### src/rtl/interleaver_pingpong_buffer.sv
// -----------------------------------------------------------------------------
// interleaver_pingpong_buffer
//
// Two-bank ping-pong buffer between a bit interleaver and a symbol modulator.
// The interleaver scatters bits into the write bank by destination index; once
// NCBPS bits have been counted, that bank is handed to the read side. The read
// side then streams NCPC-bit symbols in index order with a valid/ready
// handshake. The lowest bit index of each symbol is placed on the MSB.
//
// Optional feature (compile-time macro BUF_INDEX_CHECK_EN):
//   defined   - writes with data_in_index >= NCBPS still handshake, but are
//               neither stored nor counted, and they set the sticky idx_err.
//   undefined - idx_err is tied low; such writes are counted and their data
//               is dropped.
// -----------------------------------------------------------------------------
module interleaver_pingpong_buffer #(
    parameter int NCBPS = 192,
    parameter int NCPC  = 2
) (
    input  logic                     clk,
    input  logic                     reset,
    input  logic                     data_in,
    input  logic [$clog2(NCBPS)-1:0] data_in_index,
    input  logic                     valid_interleaver,
    output logic                     ready_buffer,
    input  logic                     ready_mod,
    output logic                     valid_buffer,
    output logic [NCPC-1:0]          data_out,
    output logic                     idx_err
);

    localparam int IW   = $clog2(NCBPS);
    localparam int NSYM = NCBPS / NCPC;
    localparam int PW   = (NSYM > 1) ? $clog2(NSYM) : 1;

    localparam logic [IW-1:0] LAST_WR  = IW'(NCBPS - 1);
    localparam logic [PW-1:0] LAST_SYM = PW'(NSYM - 1);

    typedef enum logic {
        IDLE = 1'b0,
        READ = 1'b1
    } rd_state_t;

    // Write side state
    logic            wr_sel_reg;
    logic [IW-1:0]   wr_cnt_reg;
    logic [1:0]      full_reg;

    // Read side state
    rd_state_t       state_reg;
    logic            rd_sel_reg;
    logic [PW-1:0]   rd_ptr_reg;
    logic            valid_reg;
    logic [NCPC-1:0] data_out_reg;

    // Handshake and bookkeeping strobes
    logic            write_fire;
    logic            index_ok;
    logic            write_counted;
    logic            bank_done;
    logic            sym_fire;
    logic            read_done;

    // Symbol fetch path
    logic [PW-1:0]   load_ptr;
    logic [IW-1:0]   load_base;
    logic [NCPC-1:0] bank_bits [2];
    logic [NCPC-1:0] sym_bits;

    // -------------------------------------------------------------------------
    // Handshakes
    // -------------------------------------------------------------------------
    // The write bank can only be full when both banks are full, because the
    // reader drains banks in the same order the writer fills them.
    assign ready_buffer = !full_reg[wr_sel_reg];
    assign write_fire   = valid_interleaver && ready_buffer;
    assign index_ok     = (int'(data_in_index) < NCBPS);
    assign bank_done    = write_counted && (wr_cnt_reg == LAST_WR);

    assign sym_fire     = valid_reg && ready_mod;
    assign read_done    = sym_fire && (rd_ptr_reg == LAST_SYM);

    assign valid_buffer = valid_reg;
    assign data_out     = data_out_reg;

`ifdef BUF_INDEX_CHECK_EN
    logic idx_err_reg;

    // Out-of-range writes are swallowed without advancing the fill count.
    assign write_counted = write_fire && index_ok;
    assign idx_err       = idx_err_reg;

    // Sticky flag for any out-of-range write since the last reset.
    always_ff @(posedge clk) begin
        if (reset) begin
            idx_err_reg <= 1'b0;
        end else if (write_fire && !index_ok) begin
            idx_err_reg <= 1'b1;
        end
    end
`else
    // Out-of-range writes still count toward bank completion; data is lost.
    assign write_counted = write_fire;
    assign idx_err       = 1'b0;
`endif

    // -------------------------------------------------------------------------
    // Bank storage: one array per bank, written bit-wise by destination index,
    // read NCPC bits at a time. The read result is captured in data_out_reg.
    // -------------------------------------------------------------------------
    // Pointer of the symbol to be presented after the coming edge: symbol 0
    // when leaving IDLE, otherwise the successor of the current symbol.
    always_comb begin
        load_ptr = '0;
        if (state_reg == READ) begin
            load_ptr = rd_ptr_reg + 1'b1;
        end
    end

    assign load_base = IW'(load_ptr) * IW'(NCPC);

    genvar gi, gb;
    generate
        for (gi = 0; gi < 2; gi++) begin : g_bank
            logic mem [NCBPS];

            // Store the incoming bit when this bank is the active write bank.
            always_ff @(posedge clk) begin
                if (!reset && write_fire && index_ok && (wr_sel_reg == 1'(gi))) begin
                    mem[data_in_index] <= data_in;
                end
            end

            // Lowest bit index of the symbol lands on the MSB.
            for (gb = 0; gb < NCPC; gb++) begin : g_sym_bit
                assign bank_bits[gi][NCPC-1-gb] = mem[load_base + IW'(gb)];
            end
        end
    endgenerate

    assign sym_bits = rd_sel_reg ? bank_bits[1] : bank_bits[0];

    // -------------------------------------------------------------------------
    // Write side
    // -------------------------------------------------------------------------
    // Count accepted writes; the last one of a bank flips to the other bank.
    always_ff @(posedge clk) begin
        if (reset) begin
            wr_sel_reg <= 1'b0;
            wr_cnt_reg <= '0;
        end else if (write_counted) begin
            if (wr_cnt_reg == LAST_WR) begin
                wr_cnt_reg <= '0;
                wr_sel_reg <= ~wr_sel_reg;
            end else begin
                wr_cnt_reg <= wr_cnt_reg + 1'b1;
            end
        end
    end

    // Full flags: set by bank completion, cleared by the last symbol transfer.
    // Both can happen on one edge; they always target different banks since a
    // full bank never accepts writes.
    always_ff @(posedge clk) begin
        if (reset) begin
            full_reg <= 2'b00;
        end else begin
            if (read_done) begin
                full_reg[rd_sel_reg] <= 1'b0;
            end
            if (bank_done) begin
                full_reg[wr_sel_reg] <= 1'b1;
            end
        end
    end

    // -------------------------------------------------------------------------
    // Read side
    // -------------------------------------------------------------------------
    // Read FSM with registered valid/data: waits for a full bank, then streams
    // its symbols, holding output while the modulator stalls.
    always_ff @(posedge clk) begin
        if (reset) begin
            state_reg    <= IDLE;
            rd_sel_reg   <= 1'b0;
            rd_ptr_reg   <= '0;
            valid_reg    <= 1'b0;
            data_out_reg <= '0;
        end else begin
            case (state_reg)
                IDLE: begin
                    valid_reg    <= 1'b0;
                    data_out_reg <= '0;
                    rd_ptr_reg   <= '0;
                    if (full_reg[rd_sel_reg]) begin
                        state_reg    <= READ;
                        valid_reg    <= 1'b1;
                        data_out_reg <= sym_bits;
                    end
                end
                READ: begin
                    if (sym_fire) begin
                        if (rd_ptr_reg == LAST_SYM) begin
                            state_reg    <= IDLE;
                            valid_reg    <= 1'b0;
                            data_out_reg <= '0;
                            rd_ptr_reg   <= '0;
                            rd_sel_reg   <= ~rd_sel_reg;
                        end else begin
                            rd_ptr_reg   <= rd_ptr_reg + 1'b1;
                            data_out_reg <= sym_bits;
                        end
                    end
                end
                default: begin
                    state_reg <= IDLE;
                end
            endcase
        end
    end

endmodule
### config.mk
export PLATFORM = sky130hd
export DESIGN_NAME = interleaver_pingpong_buffer
export DESIGN_NICKNAME = d
export VERILOG_FILES = /design/src/rtl/interleaver_pingpong_buffer.sv
export SDC_FILE = /design/constraint.sdc
export NUM_CORES = 1
export LEC_CHECK = 0
export CORE_MARGIN = 2
export CORE_UTILIZATION = 68
export DETAILED_ROUTE_END_ITERATION = 8
export PLACE_DENSITY = 0.87
export SYNTH_ARGS = -nofsm -noshare
export SYNTH_HDL_FRONTEND = slang
export SYNTH_SLANG_ARGS = --single-unit
### constraint.sdc
create_clock -name clk -period 7.75 [get_ports clk]
set_clock_uncertainty 0.1 [all_clocks]
set_input_delay 1.55 -clock clk [delete_from_list [all_inputs] [get_ports clk]]
set_output_delay 1.55 -clock clk [all_outputs]
set_load 0.005 [all_outputs]
* Yosys cells after proc, flatten, opt, wreduce, memory -nomap -nowiden *
Memories as Yosys holds them, arrays and structs flattened.
Index checks and enable logic that the tools add are counted.

cells by class
  $add $sub $neg = 3
  multipliers = 0
  div/mod/pow operators = 0
  $lt $le $gt $ge = 5
  equal/unequal tests = 4
  shift-type cells = 0
  muxes and demuxes = 32
  bitwise gates (word level) = 6
  reduce and logical (&&, ||, !) cells = 15

operator list
  kind                 count
  $mux 7               3
  $add 8x1->8 const B  2
  $mux 1               15
  $mux 2               7
  $pmux 7 s2           1
  $logic_and 1x1->1    10
  $eq 8x8->1 const B   1
  $lt 8x8->1 const B   1
  $mux 8               1
  $add 7x1->7 const B  1
  $eq 7x7->1 const B   1
  $lt 1x2->1 const B   2
  $ne 2x1->1 const B   2
  $pmux 1 s2           2
  $pmux 2 s2           1
  $reduce_and 2->1     2
  $not 1->1            3
  $reduce_and 3->1     1
  $and 2x2->2          1
  $demux 1 s1          2
  $ge 1x1->1 const B   2
  $logic_not 1->1      2
  $not 2->2            1
  $or 2x2->2           1

word-level totals
  register bits = 23
  latch bits = 0
  memory bits (writable) = 384
  ROM bits = 0
  bits of input ports = 13
  logic and storage cells = 75
  memories = 2

memory list
  memory         words  width  rd ports  clocked after Yosys merged registers in  wr ports  line  text
  g_bank[0].mem  192    1      2         0                                        1         125   logic mem [NCBPS];
  g_bank[1].mem  192    1      2         0                                        1         125

* Longest topological paths before layout *
Gate-level depths: netlist (run 1).

  depth in word-level cells = 10
  mapped depth = 12

* Least setup slack after synthesis (run 1) *
No wires, ideal clock.

  path kind = input -> register
  from = input port valid_interleaver
  to = memory g_bank[0].mem[118] (enable)
  setup time = 0.300 ns
  data arrival time = 2.751 ns
  data required time = 7.350 ns
  path slack = 4.599 ns
  stages = 7
  path through = and2_1 clkbuf_1 nand2_1 nor4_2 nand3_1 clkbuf_1 nor2_1

between the ends
  cells in the longest elaborated chain, start to end = 6

ends and longest elaborated chain
  element                          line  text
  start, declared                  24    input logic valid_interleaver,
  $logic_and 1x1->1                76    assign write_fire = valid_interleaver && ready_buffer;
  $logic_and 1x1->1 (3 in series)  129   if (!reset && write_fire && index_ok && (wr_sel_reg == 1'(gi))) begin
  $mux 1                           129
  $mux 1 (not written as such)     130   mem[data_in_index] <= data_in;
  end, declared                    125

No other way between the ends.

* Worst setup path in the final report (run 1) *
  from = input port reset
  to = memory g_bank[0].mem[41] (enable)

between the ends
  cells in the longest elaborated chain, start to end = 6

ends and longest elaborated chain
  element                          line  text
  start, declared                  21    input logic reset,
  $logic_not 1->1                  129
  $logic_and 1x1->1 (3 in series)  129
  $mux 1                           129
  $mux 1 (not written as such)     130

No other way between the ends.

==> results of run 1 <==
-- final cells by class --
| type | count | area [µm²] | share of cell area (%) |
|---|---|---|---|
| multi-input cells | 910 | 5660 | 28.7 |
| inverters | 8 | 30.0 | 0.152 |
| flip-flops and latches | 407 | 12000 | 60.9 |
| clock buffers | 55 | 1120 | 5.69 |
| clock inverters | 19 | 91.3 | 0.464 |
| repair buffers | 45 | 382 | 1.94 |
| well taps | 335 | 419 | 2.13 |
-- worst max-delay path, cell delays in order --
cell and delay, ps:
clkdlybuf4s50_1 750, nor2_1 270, nor4b_1 910, nand2_1 650, nor2_1 310
-- per-layer routing --
layer  global-route usage (%)  vias to the layer above  routed length [µm]
met3                     9.67                      270                7010
met4                     19.8                        3                3110
li1                         -                     5265                   -
met1                     43.8                     5994               15500
met2                     52.1                     1039               21400
met5                        0                        -                  62
-- power groups by stage --
stage	clock, W	sequential, W	combinational (W)
after floorplan	0	0.00245	0.0000268
after global placement	0	0.00245	0.0000807
after detailed placement	0	0.00245	0.0000837
after CTS	0.00181	0.00241	0.0000846
after global routing	0.00189	0.00241	0.0000915
final	0.00181	0.00241	0.0000889
-- through the flow --
stage                     cell area, µm²  hold slack [ps]  std cells
after floorplan                    18200              354       1447
after global placement             18500              364       1705
after detailed placement           18500              407       1705
after CTS                          19700              422       1779
after global routing               19700              436       1779
final                              19700              415       1779
-- cell families (layout without fill, tap and decap cells) --
kind of cell	Yosys count	in the layout	share of synthesized area, %
mux	86	86	8.00
xor+xnor	16	16	0.893
compound gates	191	191	7.74
buf+inv	130	127	3.39
other cells	1	1	0.0206
fa+ha+maj	2	2	0.137
simple gates	614	614	14.0
flops	407	407	65.8
-- cells in the final DEF, fill, tap and decap left out, drive strengths merged, types with 7 or more instances in the layout --
master         count
nand4              7
a31oi              8
nand2             85
clkdlybuf4s50     15
o211ai            10
inv                8
and2               8
buf               29
nor2             424
nor3              17
edfxtp           384
xnor2              8
o22ai             16
nand3             26
mux2i             32
dfxtp             23
nor2b             16
clkinv            17
a221oi            39
a211oi            20
xor2               8
a21oi             27
o21ai             19
clkbuf            56
mux2               7
mux4              47
-- synth_stat cells (all sizes together) (3+ instances only) --
cell type	number	area share [%]
a22oi	4	0.16
nand4	7	0.24
nand2	85	1.8
o221ai	5	0.24
mux4	47	5.8
clkbuf	75	1.5
a211oi	20	0.85
a311oi	4	0.19
o22ai	16	0.55
edfxtp	384	63
buf	47	1.7
a221o	6	0.33
a221oi	39	1.9
nor2b	16	0.55
a31oi	8	0.27
xor2	8	0.47
o21ai	19	0.52
o31ai	4	0.16
mux2	7	0.43
and3	4	0.14
a21oi	27	0.74
inv	7	0.14
o211ai	10	0.41
dfxtp	23	2.5
or4	5	0.21
xnor2	8	0.43
nor4	3	0.14
nor2	424	8.7
mux2i	32	1.8
nand2b	6	0.21
nand3	26	0.71
nor3	17	0.47
and2	8	0.27
-- worst max path at each step --
stage                               endpoint               from  slack [ps]  cells after the start
final                      g_bank[0].mem[41]              reset        3410                      5
after global routing       g_bank[0].mem[40]              reset        3390                      5
after CTS                  g_bank[0].mem[41]              reset        3510                      5
after detailed placement   g_bank[0].mem[41]              reset        2970                      5
after global placement     g_bank[0].mem[52]              reset        3080                      5
after floorplan           g_bank[0].mem[118]  valid_interleaver        4600                      7
==> impl_metrics.tcl, run 1 <==
set metrics [dict create \
    cts_tree "built" \
    overflow 0 \
    area_growth_pct 8.05 \
    p_per_area_nw_per_um2 219 \
    drc 0 \
    routedWlPerCell_um 26.5 \
    setup_slack_ps 3410 \
    final_layout_size_suffix_gt1_share_pct 10.9 \
    crit_path_end_kind "register" \
    async_flop_share_pct 0 \
    tns_ps 0 \
    grt_pass1_wl_um 70800 \
    routabilityCongestion 0.928 \
    netlist_instances 1447 \
    nNetsFinal 1428 \
    cts_resized 0 \
    r2r_slack_ps 3620 \
    core_area_um2 26200 \
    ys_warn_count 0 \
    ant_nets 0 \
    clkTransAtPathRegs_ps 60 \
    clockRootBuffer "clkbuf_16" \
    pwr-share-seq_pct 55.8 \
    final_max_slew_viol_count 0 \
    avgSynthCellArea_um2 12.6 \
    viasPerCell 7.07 \
    cts_max_level 2 \
    synth_edf_count 384 \
    hp-class "register to register" \
    drv_cap 0 \
    worstSetupPathType "primary input to register" \
    start_util_pct 69.5 \
    rsz0062_at_grt "no" \
    fin_crit_sh_pct 56.0 \
    post_cts_buffers 0 \
    max_freq_ghz 0.231 \
    syn_nets 1462 \
    holdBufCountCts 0 \
    synth_area_um2 18200 \
    n_antenna_cell 0 \
    wl_um 47200 \
    synth_flop_cell "edfxtp_1" \
    max-clock-path-buffers 3 \
    io_pins 18 \
    die_h_um 168 \
    arrival_ps 4460 \
    setup_violations 0 \
    dieWidth_um 168 \
    fin_crit_ps 4340 \
    p_int_w 0.00343 \
    numPortBuffers 16 \
    hold_violations 0 \
    clock_power_share_pct 42.1 \
    ys_ff_latch 407 \
    status "finished, final reports clean" \
    r2r_end "data_out[0]" \
    grt_start_max_net_pins 161 \
    slew_headroom_pct 7.64 \
    worstPathMaxFanout 16 \
    cts_buffers 41 \
    grt_pass1_vias 12200 \
    tightest_slew_ps 1390 \
    die_area_um2 28100 \
    nFillCells 1522 \
    yosysUniqueCellTypes 75 \
    hold_start "wr_cnt_reg[1]" \
    hold_depth 2 \
    vias 12600 \
    p_comb_share_pct 2.1 \
    critPathRequiredTime_ps 7870 \
    ys_seq_area_share_pct 65.8 \
    grt_antenna_before_repair 0 \
    pre_cts_ws_ps 2970 \
    dp.final_hpwl_um 26500 \
    reg2reg_from "rd_ptr_reg[0]" \
    hold_end "wr_cnt_reg[1]" \
    num_rows 59 \
    reg2reg_depth 8 \
    cts_sinks 407 \
    drt_pass1_iterations 7 \
    cp-start-kind "primary input" \
    power_switching_w 0.000876 \
    drtIter0Drc 2266 \
    power_w 0.00431 \
    p_leak_nw 5.75 \
    clk_latency_ps 550 \
    p_sw_share_pct 20.3 \
    grt_use_total_pct 33.9 \
    vdd_ir_drop_max_mv 0.171 \
    final_util_pct 75.1 \
    largest_reg_flops 384 \
]
Power figures use the tool's default switching activity.
==> run 2: changes to the inputs <==
--- a/config.mk
+++ b/config.mk
@@ -6,9 +6,9 @@
 export NUM_CORES = 1
 export LEC_CHECK = 0
 export CORE_MARGIN = 2
-export CORE_UTILIZATION = 68
+export CORE_UTILIZATION = 57
 export DETAILED_ROUTE_END_ITERATION = 8
-export PLACE_DENSITY = 0.87
+export PLACE_DENSITY = 0.78
 export SYNTH_ARGS = -nofsm -noshare
 export SYNTH_HDL_FRONTEND = slang
 export SYNTH_SLANG_ARGS = --single-unit
==> constraint.sdc (replaced) <==
create_clock -name clk -period 3.5 [get_ports clk]
set_clock_uncertainty 0.1 [all_clocks]
set_input_delay 0.7 -clock clk [delete_from_list [all_inputs] [get_ports clk]]
set_output_delay 0.7 -clock clk [all_outputs]
set_load 0.005 [all_outputs]
==> run 2 against run 1 <==
Worst setup slack lost 3200 ps; sequential power increased by 120%; critical path depth increased by 4; critical path type is now register to register.
==> impl_metrics.tcl, run 2 (synthesis gave the netlist of run 1 again) <==
set metrics [dict create \
    wl_um 49700 \
    p_per_area_nw_per_um2 491 \
    largest_reg_flops 384 \
    fin_crit_sh_pct 94.3 \
    vias 12800 \
    drt_pass1_iterations 6 \
    grt_start_max_net_pins 131 \
    crit_path_end_kind "register" \
    status "finished, final reports clean" \
    die_h_um 183 \
    nNetsFinal 1474 \
    post_cts_buffers 0 \
    hp-class "register to register" \
    core_area_um2 31600 \
    nFillCells 2259 \
    vdd_ir_drop_max_mv 0.306 \
    drtIter0Drc 1926 \
    drv_cap 0 \
    hold_depth 2 \
    slew_headroom_pct 32.1 \
    viasPerCell 6.75 \
    max_freq_ghz 0.303 \
    routabilityCongestion 0.955 \
    clkTransAtPathRegs_ps 60 \
    numPortBuffers 16 \
    cts_tree "built" \
    cts_resized 0 \
    r2r_slack_ps 200 \
    r2r_end "data_out[0]" \
    dp.final_hpwl_um 29200 \
    critPathRequiredTime_ps 3850 \
    reg2reg_from "rd_ptr_reg[0]" \
    ant_nets 0 \
    final_common_cell "nor2_1" \
    hold_violations 0 \
    p_leak_nw 6.08 \
    tns_ps 0 \
    final_max_slew_viol_count 0 \
    final_layout_size_suffix_gt1_share_pct 13.9 \
    num_rows 65 \
    drc 0 \
    grt_pass1_wl_um 74200 \
    worstPathMaxFanout 30 \
    hold_end "wr_cnt_reg[1]" \
    rsz0062_at_grt "no" \
    cts_sinks 407 \
    cp-start-kind "register" \
    clockRootBuffer "clkbuf_16" \
    io_pins 18 \
    setup_violations 0 \
    design_area_um2 20300 \
    holdBufCountCts 0 \
    grt_antenna_before_repair 0 \
    grt_pass1_vias 12400 \
    n_antenna_cell 0 \
    clk_latency_ps 540 \
    dieWidth_um 183 \
    overflow 0 \
    hold_start "wr_cnt_reg[1]" \
    place_area_um2 19000 \
    grt_use_total_pct 29.9 \
    area_growth_pct 11.6 \
    fin_crit_ps 3300 \
    arrival_ps 3650 \
    cts_buffers 41 \
    worstSetupPathType "register to register" \
    final_cell_mix "423 x nor2_1, 384 x edfxtp_1, 84 x nand2_1" \
    reg2reg_depth 9 \
    tightest_slew_ps 992 \
    cts_max_level 2 \
    die_area_um2 33400 \
    max-clock-path-buffers 3 \
    start_util_pct 57.8 \
    routedWlPerCell_um 26.2 \
]
[run 2: area by class of cell]
type	instances	area (µm²)	area share (%)
Clock buffer	57	1180	5.79
Clock inverter	19	193	0.947
Inverter	8	30.0	0.148
Multi-Input combinational cell	910	5640	27.7
Sequential cell	407	12000	59.0
Tap cell	402	503	2.47
Timing Repair Buffer	91	802	3.94
[run 2: worst max path at each step]
| stage | end | startpoint |
|---|---|---|
| 2_1_floorplan | data_out[1] | rd_ptr_reg[1] |
| 3_3_place_gp | data_out[1] | rd_ptr_reg[0] |
| 3_5_place_dp | g_bank[0].mem[76] | valid_interleaver |
| 4_1_cts | data_out[0] | rd_ptr_reg[0] |
| 5_1_grt | g_bank[0].mem[76] | wr_sel_reg |
| 6_report | data_out[0] | rd_ptr_reg[0] |
[run 2: per-stage QoR]
step                      utilization [%]  instances  setup slack, ps  hold slack [ps]  total power, W
after floorplan                         -       1447             1020              354         0.00549
after global placement               60.1       1818              417              367         0.00562
after detailed placement             60.1       1818              281              375         0.00563
after CTS                            64.5       1894              425              384         0.00998
after global routing                 64.5       1894              163              415          0.0102
final                                64.5       1894              198              385         0.00998
[run 2: routing by layer]
layer  GRT usage [%]  vias up  routed length, µm
met4            12.1        0               2420
li1                -     5361                  -
met5               0        -                  0
met1            41.6     6260              18200
met2            47.1      974              22700
met3            6.00      187               6470
[run 2: critical path, stage by stage (launching register included)]
cell,delay (ps)
dfxtp_2,350
ha_1,280
xnor2_2,450
nor2_2,90
buf_12,200
mux4_2,270
o22ai_1,100
a2111oi_0,900
a211oi_1,140
nor4bb_1,300
[run 2: power by group]
group	internal, W	switching, W
combinational	0.0000388	0.000171
sequential	0.00532	0.00000257
clock	0.00265	0.00180
total	0.00801	0.00197
